===== config.mk =====
export PLATFORM = sky130hd
export DESIGN_NAME = motor_ramp
export DESIGN_NICKNAME = d
export VERILOG_FILES = /design/src/rtl/motor_pkg.sv /design/src/rtl/tick_gen.sv /design/src/rtl/motor_ramp.sv
export SDC_FILE = /design/constraint.sdc
export NUM_CORES = 1
export LEC_CHECK = 0
export ABC_AREA = 0
export CAP_MARGIN = 20
export CORE_MARGIN = 2
export CORE_UTILIZATION = 62
export DETAILED_ROUTE_END_ITERATION = 8
export GPL_ROUTABILITY_DRIVEN = 1
export GPL_TIMING_DRIVEN = 1
export PLACE_DENSITY = 0.82
export REMOVE_ABC_BUFFERS = 1
export SLEW_MARGIN = 15
export SYNTH_ARGS = -nofsm -noshare
export SYNTH_HDL_FRONTEND = slang
export SYNTH_SLANG_ARGS = --single-unit

===== constraint.sdc =====
create_clock -name clk -period 6.8 [get_ports clk]
set_clock_uncertainty 0.2 [all_clocks]
set_input_delay 1.02 -clock clk [delete_from_list [all_inputs] [get_ports clk]]
set_output_delay 1.02 -clock clk [all_outputs]
set_load 0.005 [all_outputs]

===== src/rtl/motor_pkg.sv =====
`default_nettype none
// ============================================================================
// Module      : motor_pkg
// Description : Shared definitions for the motor speed-command path.
//               - ramp_state_t : ramp controller state encoding
//               - pwm_max_cnt  : PWM counter terminal count from clock rates
//               - sat_mag      : magnitude saturation to the PWM full scale
// Revision    : 1.0 - initial release
// ============================================================================
package motor_pkg;

    localparam logic [1:0] C_ST_IDLE     = 2'd0;
    localparam logic [1:0] C_ST_RAMP     = 2'd1;
    localparam logic [1:0] C_ST_HOLD     = 2'd2;
    localparam logic [1:0] C_ST_DEADTIME = 2'd3;

    typedef enum logic [1:0] {
        ST_IDLE     = C_ST_IDLE,
        ST_RAMP     = C_ST_RAMP,
        ST_HOLD     = C_ST_HOLD,
        ST_DEADTIME = C_ST_DEADTIME
    } ramp_state_t;

    // Terminal count of the pwm block; any pwm user derives it the same way.
    function automatic int pwm_max_cnt(input int clk_freq, input int pwm_freq);
        return clk_freq / pwm_freq;
    endfunction

    localparam int C_DEF_CLK_FREQ = 100000000;
    localparam int C_DEF_PWM_FREQ = 20000;
    localparam int PWM_MAX_CNT    = pwm_max_cnt(C_DEF_CLK_FREQ, C_DEF_PWM_FREQ);

    // Clamp an unsigned magnitude to the PWM full-scale count.
    function automatic logic [31:0] sat_mag(input logic [31:0] mag,
                                            input logic [31:0] max_cnt);
        return (mag > max_cnt) ? max_cnt : mag;
    endfunction

endpackage
`default_nettype wire


===== src/rtl/tick_gen.sv =====
`default_nettype none
// ============================================================================
// Module      : tick_gen
// Description : Free-running prescaler counting 0..DIV-1. o_tick is high for
//               the single cycle in which the count equals DIV-1.
// Ports       : clk    - system clock
//               reset  - synchronous active-high reset (count cleared)
//               o_tick - one-cycle strobe every DIV cycles
// Revision    : 1.0 - initial release
// ============================================================================
module tick_gen #(
    parameter int DIV = 1000
) (
    input  logic clk,
    input  logic reset,
    output logic o_tick
);

    localparam int              C_CW   = (DIV > 1) ? $clog2(DIV) : 1;
    localparam logic [C_CW-1:0] C_LAST = C_CW'(DIV - 1);

    logic [C_CW-1:0] r_cnt;

    always_ff @(posedge clk) begin
        if (reset) begin
            r_cnt <= '0;
        end else if (r_cnt == C_LAST) begin
            r_cnt <= '0;
        end else begin
            r_cnt <= r_cnt + 1'b1;
        end
    end

    assign o_tick = (r_cnt == C_LAST);

endmodule
`default_nettype wire


===== src/rtl/motor_ramp.sv =====
`default_nettype none
// ============================================================================
// Module      : motor_ramp
// Description : Speed-command stage ahead of pwm. Slews the duty cycle toward
//               a signed target at RAMP_STEP counts every RAMP_DIV cycles. A
//               direction reversal ramps to zero, holds zero for DEADTIME_CYC
//               cycles and only then flips o_dir.
// Ports       : clk, reset        - clock, synchronous active-high reset
//               i_speed[WL:0]     - signed speed target
//               i_speed_valid     - one-cycle target strobe
//               i_brake           - immediate stop (MOTOR_RAMP_BRAKE_EN only)
//               o_duty_cycle      - duty word to pwm.i_duty_cycle
//               o_dir             - 0 forward, 1 reverse
//               o_drv_en          - bridge enable, high iff duty != 0
//               o_at_target       - output settled on the latched target
// Config      : `define MOTOR_RAMP_BRAKE_EN adds the i_brake port.
// Revision    : 1.0 - initial release
// ============================================================================
module motor_ramp
    import motor_pkg::*;
#(
    parameter int CLK_FREQ     = 100000000,
    parameter int PWM_FREQ     = 20000,
    parameter int WL           = $clog2(CLK_FREQ / PWM_FREQ + 1),
    parameter int RAMP_DIV     = 1000,
    parameter int RAMP_STEP    = 1,
    parameter int DEADTIME_CYC = 2000
) (
    input  logic          clk,
    input  logic          reset,
`ifdef MOTOR_RAMP_BRAKE_EN
    input  logic          i_brake,
`endif
    input  logic [WL:0]   i_speed,
    input  logic          i_speed_valid,
    output logic [WL-1:0] o_duty_cycle,
    output logic          o_dir,
    output logic          o_drv_en,
    output logic          o_at_target
);

    localparam int                C_PWM_MAX_CNT = pwm_max_cnt(CLK_FREQ, PWM_FREQ);
    localparam logic [WL-1:0]     C_STEP        = WL'(RAMP_STEP);
    localparam int                C_DT_W        = (DEADTIME_CYC > 1) ? $clog2(DEADTIME_CYC) : 1;
    localparam logic [C_DT_W-1:0] C_DT_LAST     = C_DT_W'((DEADTIME_CYC > 0) ? DEADTIME_CYC - 1 : 0);

    ramp_state_t       r_state, w_state_nxt;
    logic [WL-1:0]     r_duty, w_duty_nxt;
    logic [WL-1:0]     r_tgt_mag, w_tgt_mag_nxt;
    logic              r_tgt_dir, w_tgt_dir_nxt;
    logic              r_dir, w_dir_nxt;
    logic [C_DT_W-1:0] r_dt_cnt, w_dt_nxt;
    logic              r_drv_en, w_drv_en_nxt;
    logic              r_at_target, w_at_target_nxt;

    logic              w_tick;
    logic              w_brake;
    logic              w_new_dir;
    logic [WL:0]       w_abs;
    logic [WL-1:0]     w_new_mag;
    logic              w_match;
    logic [WL-1:0]     w_eff;
    logic [WL-1:0]     w_step;
    logic              w_match_nxt;
    logic [WL-1:0]     w_eff_nxt;

    tick_gen #(
        .DIV    (RAMP_DIV)
    ) u_tick_gen (
        .clk    (clk),
        .reset  (reset),
        .o_tick (w_tick)
    );

`ifdef MOTOR_RAMP_BRAKE_EN
    assign w_brake = i_brake;
`else
    assign w_brake = 1'b0;
`endif

    // Magnitude taken in WL+1 bits: the most-negative code maps to 2^WL,
    // which the clamp then pulls down to full scale.
    assign w_new_dir = i_speed[WL];
    assign w_abs     = i_speed[WL] ? (~i_speed + 1'b1) : i_speed;
    assign w_new_mag = WL'(sat_mag(32'(w_abs), 32'(C_PWM_MAX_CNT)));

    // A zero target matches either direction, so it never triggers a flip.
    assign w_match = (r_tgt_mag == '0) || (r_tgt_dir == r_dir);
    assign w_eff   = w_match ? r_tgt_mag : '0;

    // One ramp step toward the effective target, never overshooting it.
    always_comb begin
        w_step = r_duty;
        if (r_duty < w_eff) begin
            w_step = ((w_eff - r_duty) > C_STEP) ? (r_duty + C_STEP) : w_eff;
        end else if (r_duty > w_eff) begin
            w_step = ((r_duty - w_eff) > C_STEP) ? (r_duty - C_STEP) : w_eff;
        end
    end

    always_comb begin
        w_state_nxt   = r_state;
        w_duty_nxt    = r_duty;
        w_dir_nxt     = r_dir;
        w_dt_nxt      = r_dt_cnt;
        w_tgt_dir_nxt = r_tgt_dir;
        w_tgt_mag_nxt = r_tgt_mag;

        if (i_speed_valid) begin
            w_tgt_dir_nxt = w_new_dir;
            w_tgt_mag_nxt = w_new_mag;
        end

        // Settling is judged against the target that will be in force next
        // cycle, so a strobe landing on the settling tick is never lost.
        w_match_nxt = (w_tgt_mag_nxt == '0) || (w_tgt_dir_nxt == r_dir);
        w_eff_nxt   = w_match_nxt ? w_tgt_mag_nxt : '0;

        case (r_state)
            ST_IDLE: begin
                if (i_speed_valid && (w_new_mag != '0)) begin
                    w_dt_nxt = '0;
                    if (w_new_dir == r_dir) begin
                        w_state_nxt = ST_RAMP;
                    end else begin
                        w_state_nxt = ST_DEADTIME;
                    end
                end
            end
            ST_HOLD: begin
                if (i_speed_valid) begin
                    w_state_nxt = ST_RAMP;
                end
            end
            ST_RAMP: begin
                // The tick itself always uses the target latched before it.
                if (w_tick) begin
                    w_duty_nxt = w_step;
                end
                if (w_duty_nxt == w_eff_nxt) begin
                    if (!w_match_nxt) begin
                        w_state_nxt = ST_DEADTIME;
                        w_dt_nxt    = '0;
                    end else if (w_duty_nxt == '0) begin
                        w_state_nxt = ST_IDLE;
                    end else begin
                        w_state_nxt = ST_HOLD;
                    end
                end
            end
            ST_DEADTIME: begin
                w_duty_nxt = '0;
                if (i_speed_valid && ((w_new_mag == '0) || (w_new_dir == r_dir))) begin
                    w_dt_nxt = '0;
                    if (w_new_mag != '0) begin
                        w_state_nxt = ST_RAMP;
                    end else begin
                        w_state_nxt = ST_IDLE;
                    end
                end else if (r_dt_cnt == C_DT_LAST) begin
                    w_dt_nxt = '0;
                    if (w_tgt_mag_nxt != '0) begin
                        w_dir_nxt   = w_tgt_dir_nxt;
                        w_state_nxt = ST_RAMP;
                    end else begin
                        w_state_nxt = ST_IDLE;
                    end
                end else begin
                    w_dt_nxt = r_dt_cnt + 1'b1;
                end
            end
            default: begin
                w_state_nxt = ST_IDLE;
                w_duty_nxt  = '0;
            end
        endcase

        if (w_brake) begin
            w_state_nxt   = ST_IDLE;
            w_duty_nxt    = '0;
            w_dir_nxt     = r_dir;
            w_dt_nxt      = '0;
            w_tgt_mag_nxt = '0;
            w_tgt_dir_nxt = r_dir;
        end

        w_drv_en_nxt    = (w_duty_nxt != '0);
        w_at_target_nxt = (w_state_nxt != ST_DEADTIME)
                       && ((w_tgt_mag_nxt == '0) || (w_dir_nxt == w_tgt_dir_nxt))
                       && (w_duty_nxt == w_tgt_mag_nxt);
    end

    always_ff @(posedge clk) begin
        if (reset) begin
            r_state     <= ST_IDLE;
            r_duty      <= '0;
            r_dir       <= 1'b0;
            r_dt_cnt    <= '0;
            r_tgt_dir   <= 1'b0;
            r_tgt_mag   <= '0;
            r_drv_en    <= 1'b0;
            r_at_target <= 1'b1;
        end else begin
            r_state     <= w_state_nxt;
            r_duty      <= w_duty_nxt;
            r_dir       <= w_dir_nxt;
            r_dt_cnt    <= w_dt_nxt;
            r_tgt_dir   <= w_tgt_dir_nxt;
            r_tgt_mag   <= w_tgt_mag_nxt;
            r_drv_en    <= w_drv_en_nxt;
            r_at_target <= w_at_target_nxt;
        end
    end

    assign o_duty_cycle = r_duty;
    assign o_dir        = r_dir;
    assign o_drv_en     = r_drv_en;
    assign o_at_target  = r_at_target;

endmodule
`default_nettype wire


# Word level (Yosys, flattened, before mapping)
# Cells that the tools add are included.
[classes]
add_sub_neg = 7
n_mul = 0
div = 0
order_cmp = 5
n_eq_ne = 15
shift = 0
mux = 34
n_bitwise = 1
reduce_logical = 19
[ops]
columns = ["op", "n"]
rows = [
  ["$mux 13", 10],
  ["$mux 11", 5],
  ["$logic_not 13->1", 4],
  ["$reduce_bool 13->1", 3],
  ["$pmux 11 s3", 1],
  ["$eq 13x13->1", 2],
  ["$gt 13x1->1 const B", 2],
  ["$pmux 13 s2", 1],
  ["$sub 13x13->13", 2],
  ["$mux 2", 8],
  ["$add 14x1->14 const B", 1],
  ["$gt 14x13->1 const B", 1],
  ["$mux 14", 1],
  ["$not 14->14", 1],
  ["$add 13x1->13 const B", 1],
  ["$gt 13x13->1", 1],
  ["$lt 13x13->1", 1],
  ["$sub 13x1->13 const B", 1],
  ["$add 11x1->11 const B", 1],
  ["$eq 11x11->1 const B", 1],
  ["$add 10x1->10 const B", 1],
  ["$eq 10x10->1 const B", 1],
  ["$ne 2x2->1 const B", 4],
  ["$pmux 2 s4", 1],
  ["10 further kinds", 26],
]
[word_totals]
register_bits = 53
latchBits = 0
mem_bits_rw = 0
mem_bits_ro = 0
wordCells = 90
mem_count = 0

# Logic depth before layout (Yosys ltp)
[logic_depth]
ltp_word = 18
depth_mapped = 20
ltp_nobuf = 18

# Hierarchy
# Synthesis repeated with hierarchy kept, for this count alone.
[hier_totals]
hier_cells = 924
area_unflattened_um2 = 6598.8
[modules_own_cells]
columns = ["module", "n_inst", "cells_each", "area_each_um2", "seq_area_each_um2"]
rows = [
  ["motor_ramp", 1, 868, 6108.4, 860.8],
  ["tick_gen", 1, 56, 490.5, 200.2],
]

# Worst setup path before layout
# OpenSTA, ideal clock, no wires.
[synth_path]
path_kind = "register to register"
from = "register r_dir (netlist: o_dir)"
to = "register r_dt_cnt[10]"
arrival_ps = 4952
slack_ps = 1485
path_stages_with_launch = 21
n_path_buf = 3
synth_period_minus_slack_ps = 5315
path_cell_list = "dfxtp_1 xnor2_1 clkbuf_1 nand2_1 inv_1 ha_1 clkbuf_1 a21oi_1 o21ai_0 or2_2 o211ai_1 o221a_2 buf_2 nand3_1 a311o_1 a311oi_1 o21ai_0 a22o_1 or4b_4 o21ai_4 a41oi_1"
[synth_via]
elab_chain_cells = 13
[synth_lines]
columns = ["element", "line_no", "rtl"]
rows = [
  ["start, declared", "motor_ramp.sv:51", "logic r_dir, w_dir_nxt;"],
  ["start signal, assigned", "motor_ramp.sv:206", "r_dir <= w_dir_nxt;"],
  ["$eq 1x1->1", "motor_ramp.sv:88", "assign w_match = (r_tgt_mag == '0) || (r_tgt_dir == r_dir);"],
  ["$logic_or 1x1->1", "motor_ramp.sv:88", ""],
  ["$mux 13", "motor_ramp.sv:89", "assign w_eff = w_match ? r_tgt_mag : '0;"],
  ["$sub 13x13->13", "motor_ramp.sv:97", "w_step = ((r_duty - w_eff) > C_STEP) ? (r_duty - C_STEP) : w_eff;"],
  ["$gt 13x1->1", "motor_ramp.sv:97", ""],
  ["$mux 13", "motor_ramp.sv:97", ""],
  ["$mux 13", "motor_ramp.sv:96", "end else if (r_duty > w_eff) begin"],
  ["$mux 13", "motor_ramp.sv:94", "if (r_duty < w_eff) begin"],
  ["$mux 13", "motor_ramp.sv:137", "if (w_tick) begin"],
  ["$mux 13", "motor_ramp.sv:119", "case (r_state)"],
  ["$eq 13x13->1", "motor_ramp.sv:140", "if (w_duty_nxt == w_eff_nxt) begin"],
  ["$ne 2x2->1 (no source line)", "--", ""],
  ["$reduce_and 4->1 (no source line)", "--", ""],
  ["end signal, assigned", "motor_ramp.sv:207", "r_dt_cnt <= w_dt_nxt;"],
  ["end, declared", "motor_ramp.sv:52", "logic [C_DT_W-1:0] r_dt_cnt, w_dt_nxt;"],
]
# Several ways; a longest one is shown, not always the timed one. The select of a mux whose other input is x is not followed.
# A chain may end at the register's enable or synchronous reset.

# Worst setup path after layout
[layout_path]
from = "register r_dir (netlist: o_dir)"
to = "register r_dt_cnt[7]"
# The elaborated chain is that of the path after synthesis.

==> run summary <==
IO Pins - 33
Die W - 105.1 um
Relative slew margins - 42.99%
sequence of cells on the critical path - xnor2_1 > buf_4 > nand2_1 > inv_1 > ha_1 > nand4_1 > a21o_1 > a21o_1 > a21boi_0 > or2_2 > nand4_1 > mux2i_1 > o211ai_1 > mux2_2 > nor3b_1 > o211ai_1 > o21ai_4 > a41oi_1
Placed Instance Area - 6768 um2
Via density - 7.140
status - complete, no violations
fin. max-slew vios - 0
antenna violations before repair - 0
CTS buffer count - 5
final instance area - 6893 um2
number of buffers added on ports - 32
leak pwr - 2.651 nW
first-pass GRT wire length - 35.33 mm
placed wire-length estimate - 17.27 mm
placed cell count - 1040
Max Clk Rate - 0.1642 GHz
synth unique cells - 79
clk buf depth - 2
HP Class - reg -> reg
pre-CTS WS - 0.5959 ns
Cell Pwr Density - 134.1 nW/um2
Layout area overhead - 8.788%
Final WS setup - 0.7105 ns
cell family with most CP delay - compound AO/OA/AOI/OAI gates
number of iterations in the first detailed-routing pass - 6
worst slew pin tran - 0.8473 ns
Final nets - 965
Pwr Total - 924.6 uW
TNS Setup - 0 ns
CTS tree - done
Core Area - 9864 um2
post-CTS setup buffer count - 0
Buf/Inv on CP - 2
# H-tree levels - 2
Starting DRT DRC Count - 868
Die Area - 11040 um2
min cycle time layout - 6.090 ns
vias in the first global route - 6904
Worst-Skew Late Latency - 0.32 ns
post-cts sizing count - 0
chip height - 105.1 um
kind of critical path - reg -> reg
Post-Syn Area - 6336 um2
Worst setup SP type - flip-flop
ANT nets after route - 0
flop2flop setup slack - 0.71 ns
Worst setup EP type - flip-flop
EDFF count, synth - 0
yosys warns - 0
CTS Sinks - 53
largest net degree at the start of global routing - 31
crit-path max cell delay - 0.61 ns
crit share post-route - 89.55%
RSZ-0062 raised after global routing - no
crit-path max FO - 12
register area share after synthesis - 16.75%
Vias - 7483
Root Driver - clkbuf_8
Total Routing Usage GR - 39.46%
WL/cell - 21.29 um
Max IR drop VDD - 163.7 uV
Reg clk slew, reported paths - 0.11 ns
WP data arrival - 6.06 ns
ant diodes - 0
Post-synth ARST share - 0%
cell count after synthesis - 903
total gr overflow - 0
initial core utilization - 64.23%
WP data required - 6.77 ns
# Max-Cap Violations - 0
Residual DRC - 0
Fin. Hold Viols - 0
Crit-path slowest cell - a21boi_0
GP Congestion - 1.091
Synth Area per Inst - 7.017 um2
FF+latch count, synth - 53
layout cells sized above 1 - 5.246%
final wirelength - 22.31 mm
Post-synth top flop - dfxtp_1
CTS Hold Buffers Added - 0
fin cells - 1048
row count - 36
Final Setup Violations - 0
Yosys cell counts (6+ instances only):
cell,instances,share of area (%)
mux2i_1,19,3.0
ha_1,32,6.3
nor3_1,38,3.0
or4_1,9,1.1
nand2b_1,10,0.99
xnor2_1,35,4.8
xor2_1,15,2.1
o21ai_0,42,3.3
and2_1,16,1.6
o22ai_1,11,1.1
or3_1,12,1.2
clkbuf_1,35,2.1
nand4_1,17,1.7
a21oi_1,53,4.2
nand3_1,38,3.0
a22oi_1,8,0.95
or2_2,6,0.59
nor4_1,16,1.6
nor2b_1,7,0.69
o31ai_1,9,1.1
a311oi_1,6,0.83
and3_1,15,1.5
a31oi_1,12,1.2
nand2_1,85,5.0
dfxtp_1,53,17
nor2_1,98,5.8
a21o_1,12,1.4
a211oi_1,13,1.5
o211ai_1,16,1.9
inv_1,46,2.7
state kept, by name, indices dropped and copies added, names as in the netlist:
name and cells:
o_at_target 1, o_dir 1, o_drv_en 1, o_duty_cycle 13
r_dt_cnt 11, r_state 2, r_tgt_dir 1, r_tgt_mag 13
u_tick_gen.r_cnt 10
final cells by class:
cell class                      instances  area (um2)
Fill cell                             853        2972
Sequential cell                        53        1061
Timing Repair Buffer                   48       440.4
Multi-Input combinational cell        758        4925
Tap cell                              133       166.4
Inverter                               48       180.2
Clock inverter                          2       37.54
Clock buffer                            6       82.58
cell families (layout without fill, tap and decap cells):
kind of cell / after synthesis / after routing / synth area share (%)
buffers and inverters: 92 / 104 / 5.608
flip-flops: 53 / 53 / 16.75
AND/OR/NAND/NOR: 393 / 393 / 31.42
adder cells (fa/ha/maj): 34 / 34 / 6.951
XOR/XNOR: 50 / 50 / 6.912
AO/OA/AOI/OAI: 259 / 259 / 28.83
multiplexers: 22 / 22 / 3.535
cell usage in the layout (no fill, tap or decap), drive strengths merged, types with 7 or more instances in the layout:
master         count
or3               12
dfxtp             53
and2              16
mux2i             19
nand3             38
ha                32
nor2b              7
clkdlybuf4s50     32
or4                9
a21o              12
nor2              98
a22oi              9
o21ai             43
buf               16
xnor2             35
a31oi             12
and3              15
nor4              16
a211oi            13
nor3              40
o22ai             11
o31ai              9
nand2b            10
inv               46
nand2             85
o211ai            16
a311oi             7
xor2              15
a21oi             53
nand4             17
path summary, 6_finish.rpt:
| check | startpoint | endpoint | cells past startpoint |
|---|---|---|---|
| worst max-delay path | o_dir$_SDFF_PP0_ | r_dt_cnt[7]$_SDFFE_PP0P_ | 18 |
| worst min-delay path | u_tick_gen.r_cnt[0]$_SDFF_PP0_ | u_tick_gen.r_cnt[0]$_SDFF_PP0_ | 1 |
| worst max register to register | o_dir$_SDFF_PP0_ | r_dt_cnt[7]$_SDFFE_PP0P_ | 18 |
| worst min register to register | u_tick_gen.r_cnt[0]$_SDFF_PP0_ | u_tick_gen.r_cnt[0]$_SDFF_PP0_ | 1 |
layer usage:
layer	routed length [um]	GRT usage [%]	share of wire, %
met1	8418	50.40	38
met2	10150	63.73	45
met3	2718	7.611	12
met4	1027	18.67	4.6
met5	0	0	0
where the power goes:
part | total (mW) | switching [mW] | leakage, nW | internal (mW)
logic | 0.361 | 0.236 | 2.16 | 0.125
clock network | 0.233 | 0.113 | 0.0574 | 0.120
registers | 0.330 | 0.0112 | 0.431 | 0.319
per-stage QoR:
step,utilization (%),hold WS (ns)
after floorplan,-,0.2264
after global placement,68.61,0.2366
after detailed placement,68.61,0.2546
after CTS,69.83,0.2832
after global routing,69.88,0.3082
final,69.88,0.2792
(Power assumes the default switching activity.)
